**config.mk**
```make
export PLATFORM = sky130hd
export DESIGN_NAME = modport_fifo_flat
export DESIGN_NICKNAME = d
export VERILOG_FILES = /design/src/rtl/modport_fifo_if.sv /design/src/rtl/modport_fifo.sv /design/src/flat_wrapper.sv
export SDC_FILE = /design/constraint.sdc
export NUM_CORES = 2
export LEC_CHECK = 0
export ABC_AREA = 1
export ABC_CLOCK_PERIOD_IN_PS = 7500
export CAP_MARGIN = 20
export CORE_ASPECT_RATIO = 1.5
export CORE_MARGIN = 1.5
export CORE_UTILIZATION = 58
export CTS_BUF_LIST = sky130_fd_sc_hd__clkbuf_8
export CTS_CLUSTER_DIAMETER = 100
export CTS_CLUSTER_SIZE = 25
export DETAILED_ROUTE_END_ITERATION = 6
export PLACE_DENSITY = 0.76
export SLEW_MARGIN = 20
export SYNTH_ARGS = -nofsm -noshare
export SYNTH_HDL_FRONTEND = slang
export SYNTH_SLANG_ARGS = --single-unit
export TNS_END_PERCENT = 100
```
**constraint.sdc**
```tcl
create_clock -name clk -period 7.5 [get_ports clk]
set_input_delay 1.5 -clock clk [delete_from_list [all_inputs] [get_ports clk]]
set_output_delay 1.5 -clock clk [all_outputs]
set_load 0.01 [all_outputs]
```
**src/rtl/modport_fifo_if.sv**
```systemverilog
// Handshake bundle for modport_fifo. The producer and consumer use the master view, the FIFO uses the slave view, and observers use the monitor view.
// With FIFO_ERR_FLAGS_EN defined, the bundle also carries the o_overflow and o_underflow pulses.
interface modport_fifo_if #(
   parameter int DATA_W = 128
);
   // Request semantics: i_wren and i_rden are sampled at every rising edge.
   // A write is taken when the FIFO is not full, or when a read is accepted in the same cycle.
   // A read is taken when the FIFO is not empty. Requests that are not taken are dropped.
   // Read data appears on o_rddata after the edge that accepts the read.
   logic              i_wren;
   logic [DATA_W-1:0] i_wrdata;
   logic              i_rden;
   logic [DATA_W-1:0] o_rddata;
   logic              o_full;
   logic              o_empty;
   logic              o_alm_full;
   logic              o_alm_empty;
`ifdef FIFO_ERR_FLAGS_EN
   logic              o_overflow;
   logic              o_underflow;
`endif

   modport master (
      output i_wren, i_wrdata, i_rden,
      input  o_rddata, o_full, o_empty, o_alm_full, o_alm_empty
`ifdef FIFO_ERR_FLAGS_EN
      , input o_overflow, o_underflow
`endif
   );

   modport slave (
      input  i_wren, i_wrdata, i_rden,
      output o_rddata, o_full, o_empty, o_alm_full, o_alm_empty
`ifdef FIFO_ERR_FLAGS_EN
      , output o_overflow, o_underflow
`endif
   );

   modport monitor (
      input i_wren, i_wrdata, i_rden,
      input o_rddata, o_full, o_empty, o_alm_full, o_alm_empty
`ifdef FIFO_ERR_FLAGS_EN
      , input o_overflow, o_underflow
`endif
   );
endinterface

```
**src/rtl/modport_fifo.sv**
```systemverilog
// Synchronous single-clock FIFO with a registered read port and full, empty, almost-full and almost-empty flags decoded from the count register.
// Defining FIFO_ERR_FLAGS_EN adds o_overflow and o_underflow pulses that follow rejected requests.
module modport_fifo #(
   parameter int DATA_W        = 128,
   parameter int DEPTH         = 16,
   parameter int ALM_FULL_LVL  = 12,
   parameter int ALM_EMPTY_LVL = 4
) (
   input logic           clk,
   input logic           rstn,
   modport_fifo_if.slave bus
);
   localparam int AW = $clog2(DEPTH);
   localparam int CW = AW + 1;
   localparam logic [CW-1:0] CNT_FULL = CW'(DEPTH);
   localparam logic [CW-1:0] CNT_AF   = CW'(ALM_FULL_LVL);
   localparam logic [CW-1:0] CNT_AE   = CW'(ALM_EMPTY_LVL);

   logic [DATA_W-1:0] mem [DEPTH];
   logic [AW-1:0]     wr_ptr;
   logic [AW-1:0]     rd_ptr;
   logic [CW-1:0]     count;
   logic [DATA_W-1:0] rddata_q;
   logic              full;
   logic              empty;
   logic              wr_acc;
   logic              rd_acc;

   assign full  = (count == CNT_FULL);
   assign empty = (count == '0);

   // When the FIFO is full, a write is taken only if a read frees a slot in the same cycle.
   // When the FIFO is empty, a read is never taken, so written data does not fall through.
   assign wr_acc = bus.i_wren & (~full | bus.i_rden);
   assign rd_acc = bus.i_rden & ~empty;

   // The storage array has no reset. Writes are blocked while reset is held.
   always_ff @(posedge clk) begin
      if (!rstn && wr_acc) begin
         mem[wr_ptr] <= bus.i_wrdata;
      end
   end

   always_ff @(posedge clk) begin
      if (rstn) begin
         wr_ptr   <= '0;
         rd_ptr   <= '0;
         count    <= '0;
         rddata_q <= '0;
      end else begin
         if (wr_acc) begin
            wr_ptr <= wr_ptr + 1'b1;
         end
         // On a full write+read, wr_ptr equals rd_ptr. The non-blocking read returns the oldest word before it is overwritten.
         if (rd_acc) begin
            rddata_q <= mem[rd_ptr];
            rd_ptr   <= rd_ptr + 1'b1;
         end
         case ({wr_acc, rd_acc})
            2'b10:   count <= count + 1'b1;
            2'b01:   count <= count - 1'b1;
            default: count <= count;
         endcase
      end
   end

   assign bus.o_rddata    = rddata_q;
   assign bus.o_full      = full;
   assign bus.o_empty     = empty;
   assign bus.o_alm_full  = (count >= CNT_AF);
   assign bus.o_alm_empty = (count <= CNT_AE);

`ifdef FIFO_ERR_FLAGS_EN
   logic overflow_q;
   logic underflow_q;

   always_ff @(posedge clk) begin
      if (rstn) begin
         overflow_q  <= 1'b0;
         underflow_q <= 1'b0;
      end else begin
         overflow_q  <= bus.i_wren & ~wr_acc;
         underflow_q <= bus.i_rden & ~rd_acc;
      end
   end

   assign bus.o_overflow  = overflow_q;
   assign bus.o_underflow = underflow_q;
`endif
endmodule

```
**src/flat_wrapper.sv**
```systemverilog
// flat-port wrapper written by rule: the top's interface ports become plain ports
module modport_fifo_flat 
#(
   parameter int DATA_W        = 128,
   parameter int DEPTH         = 16,
   parameter int ALM_FULL_LVL  = 12,
   parameter int ALM_EMPTY_LVL = 4
)
  (clk, rstn, bus_i_wren, bus_i_wrdata, bus_i_rden, bus_o_rddata, bus_o_full, bus_o_empty, bus_o_alm_full, bus_o_alm_empty);
  modport_fifo_if #(.DATA_W(DATA_W)) bus_i ();
  input logic clk;
  input logic rstn;
  input wire logic [$bits(bus_i.i_wren)-1:0] bus_i_wren;
  input wire logic [$bits(bus_i.i_wrdata)-1:0] bus_i_wrdata;
  input wire logic [$bits(bus_i.i_rden)-1:0] bus_i_rden;
  output wire logic [$bits(bus_i.o_rddata)-1:0] bus_o_rddata;
  output wire logic [$bits(bus_i.o_full)-1:0] bus_o_full;
  output wire logic [$bits(bus_i.o_empty)-1:0] bus_o_empty;
  output wire logic [$bits(bus_i.o_alm_full)-1:0] bus_o_alm_full;
  output wire logic [$bits(bus_i.o_alm_empty)-1:0] bus_o_alm_empty;
  assign bus_i.i_wren = bus_i_wren;
  assign bus_i.i_wrdata = bus_i_wrdata;
  assign bus_i.i_rden = bus_i_rden;
  assign bus_o_rddata = bus_i.o_rddata;
  assign bus_o_full = bus_i.o_full;
  assign bus_o_empty = bus_i.o_empty;
  assign bus_o_alm_full = bus_i.o_alm_full;
  assign bus_o_alm_empty = bus_i.o_alm_empty;
  modport_fifo #(.DATA_W(DATA_W), .DEPTH(DEPTH), .ALM_FULL_LVL(ALM_FULL_LVL), .ALM_EMPTY_LVL(ALM_EMPTY_LVL)) u_core (.clk(clk), .rstn(rstn), .bus(bus_i));
endmodule
```
==> metrics.md <==
| Metric | Value |
|---|---|
| Async SR Flop Fraction | `0` |
| CP Cell Sequence | `clkdlybuf4s50_1, inv_1, nand3_1, nand2_1, nor2_1, nand2_1, nor2_4, buf_12` |
| Vias per inst | `5.755` |
| Syn_area_per_cell | `about 11 um^2` |
| CTS hold repair buffers | `0` |
| Critical path endpoint category | `flip-flop` |
| Max Slew Vio Count | `0` |
| Initial antenna violation count | `22` |
| Largest net degree at the start of global routing | `274` |
| Pwr/cell area | `279.6 mW/mm^2` |
| CP most frequent cell | `nand2_1` |
| Worst ir drop on vdd | `0.2519 mV` |
| GR Util All Layers | `0.2810` |
| Via Count | `approximately 59,000` |
| Seq cells post-synth | `2,189` |
| CP max-delay cell | `nor2_4` |
| Port Buffers | `263` |
| Final hold vios | `0` |
| Setup TNS | `0 ns` |
| Synthesized Nets | `8,222` |
| WP data required | `8.03 ns` |
| Post-Synthesis Cells | `8,080` |
| Clock-pin slew on the worst setup and hold paths | `0.14 ns` |
| Die H | `484.5 um` |
| Main flop type after synthesis | `edfxtp_1` |
| Commonest cells after routing, fill and taps aside | `nand2_1 (2,890), edfxtp_1 (2,048), nand3_1 (1,451)` |
| Clk_lat worst skew | `0.92 ns` |
| Crit-path max cell delay | `approximately 0.63 ns` |
| Max_cap viols | `0` |
| Status | `complete, but fails checks` |
| Seq/Total Area, Yosys | `0.7174` |
| Area grow syn2layout | `6.204%` |
| Startpoint types | `primary input` |
| Drt total wl | `~220,000 um` |
| Post-DRT Antenna Nets | `0` |
| CP Launch Point | `bus_i_rden` |
| Clock sink count | `2,189` |
| Share of layout cells above drive strength 1 | `0.03439` |
| WL per Instance | `between 20 and 25 um` |
| Grt total ovfl | `0` |
| Number of synthesized flops with an enable pin | `just over 2,000` |
| DIE WIDTH | `324.0 um` |
| Final non-filler cell total | `10,200` |
| Fin crit period | `3.999 ns` |
| Core area | `approximately 0.15 mm^2` |
| Vias in the first global route | `57,330` |
| FF-to-FF Start | `u_core.rd_ptr[0]` |
| Setup Fix Bufs, Post-CTS | `0` |
| Post-synth cell types | `25` |
| Failing checks | `design-rule violations` |
| HP Class | `flip-flop to flip-flop` |
| Final setup viols | `0` |
| RSZ-0062 raised after global routing | `false` |
| Crit path kind | `primary input to flip-flop` |
| Min-delay src | `u_core.wr_ptr[3]` |
| CTS buffer count | `99` |
| Drt first-iter violations | `6,845` |
| CP max FO | `109` |
| Total power | `26,630 uW` |
| Worst Tran Pin Value | `1.369 ns` |
| Rows | `~180` |
| Final #Nets | `around 8,000` |
| Clock skew | `0.05293 ns` |
| Warnings from Yosys | `0` |
| Cells after DPL | `9,998` |
| Buf/Inv on CP | `3` |
| TritonCTS clock tree | `yes` |
| Starting Density | `0.5841` |
| Remaining DRCs | `6` |
| Area contributors post-synth | `edfxtp_1 (69%), nand2_1 (12%), nand3_1 (8.1%)` |
| Final Cycle Share | `0.5332` |
| Pre-antenna DRT Iters | `7` |
| Synth top area share | `0.6859` |
| Post-CTS sizing | `0` |
| CP arrival | `4.52 ns` |
| CTS root buf | `clkbuf_8` |
| Worst path top cell family by delay | `simple AND/OR/NAND/NOR gates` |
| Leak Pwr | `0.03655 uW` |
| Die ar. | `0.1570 mm^2` |
| I/O pins | `roughly 260` |
| Post-Syn Area | `approximately 0.09 mm^2` |
| First-pass GRT wire length | `335,100 um` |
| Commonest non-fill, non-tap cell in the layout | `nand2_1` |
| GPL Wtd Cong | `0.8030` |
| H-tree Lvls | `3` |
| Detailed Place HPWL | `around 120,000 um` |
| Synth area leader | `edfxtp_1` |
| Peak Freq | `about 0.25 GHz` |
| Max_slew headroom | `0.08707` |
| Clk buf depth | `3` |
report_power, final:
group | leakage [uW] | switching (uW) | internal (uW)
clock network | 0.00119 | 3510 | 1330
logic | 0.0157 | 5160 | 2460
registers | 0.0196 | 425 | 13700
total | 0.0365 | 9100 | 17500
per-stage QoR:
step	setup slack, ns	hold slack [ns]	cell area (um^2)	util
6_report	3.501	0.5263	95220	0.6204
4_1_cts	3.620	0.5249	95090	0.6195
5_1_grt	3.491	0.5596	95210	0.6203
2_1_floorplan	-0.4591	0.4717	89660	-
3_5_place_dp	2.611	0.5048	93280	0.6078
3_3_place_gp	2.638	0.4905	93230	0.6074
layer usage:
metal,share of wire,GRT usage,vias up
met5,0.00055,0,-
met4,0.035,0.1082,20
met3,0.084,0.03641,413
met2,0.50,0.4823,2850
met1,0.38,0.3636,28520
li1,-,-,26910
worst paths after layout:
check / slack, ns / to / cells after the start
worst max register to register: 3.55 / u_core.bus.o_rddata[84] / 12
worst max-delay path: 3.50 / u_core.mem[13][69] / 8
worst min register to register: 0.53 / u_core.wr_ptr[3] / 2
worst min-delay path: 0.53 / u_core.wr_ptr[3] / 2
cells in the mapped netlist, types with 2 or more instances:
cell type and n:
buf_2 201, dfxtp_1 141, nand2_1 2890, nand3_1 1451, o21ai_0 79, or2_2 58, inv_1 596, a21oi_1 47
xor2_1 7, ha_1 9, buf_6 61, clkbuf_1 90, edfxtp_1 2048, buf_4 61, nor2_1 272, buf_8 2
buf_1 55, inv_2 5
area by class of cell:
class                           instances  area [um^2]
Timing Repair Buffer                  345         3711
Inverter                              602         2306
Antenna cell                           12        30.03
Tap cell                             2047         2561
Clock inverter                         85        389.1
Clock buffer                          103         1418
Multi-Input combinational cell       4819        20470
Sequential cell                      2189        64340
Fill cell                           11750        58270
state kept, by name, indices dropped and copies added (netlist names):
| name | cells |
|---|---|
| u_core.wr_ptr | 4 |
| u_core.bus.o_rddata | 128 |
| u_core.mem | 2048 |
| u_core.count | 5 |
| u_core.rd_ptr | 4 |
worst register-to-register path: cells and delay by family, from the launching register on:
kind                   cells  cell delay [ns]
AND/OR/NAND/NOR            7             0.92
buffers and inverters      5             2.44
flip-flops                 1             0.60
cells by family after synthesis:
logic type | synth area share
AOI/OAI and AO/OA | 0.007117
buffers and inverters | 0.05563
xor gates and xnor gates | 0.0006838
and+or+nand+nor | 0.2177
DFF | 0.7174
adders and majority gates | 0.001479
Power figures use the tool's default switching activity.
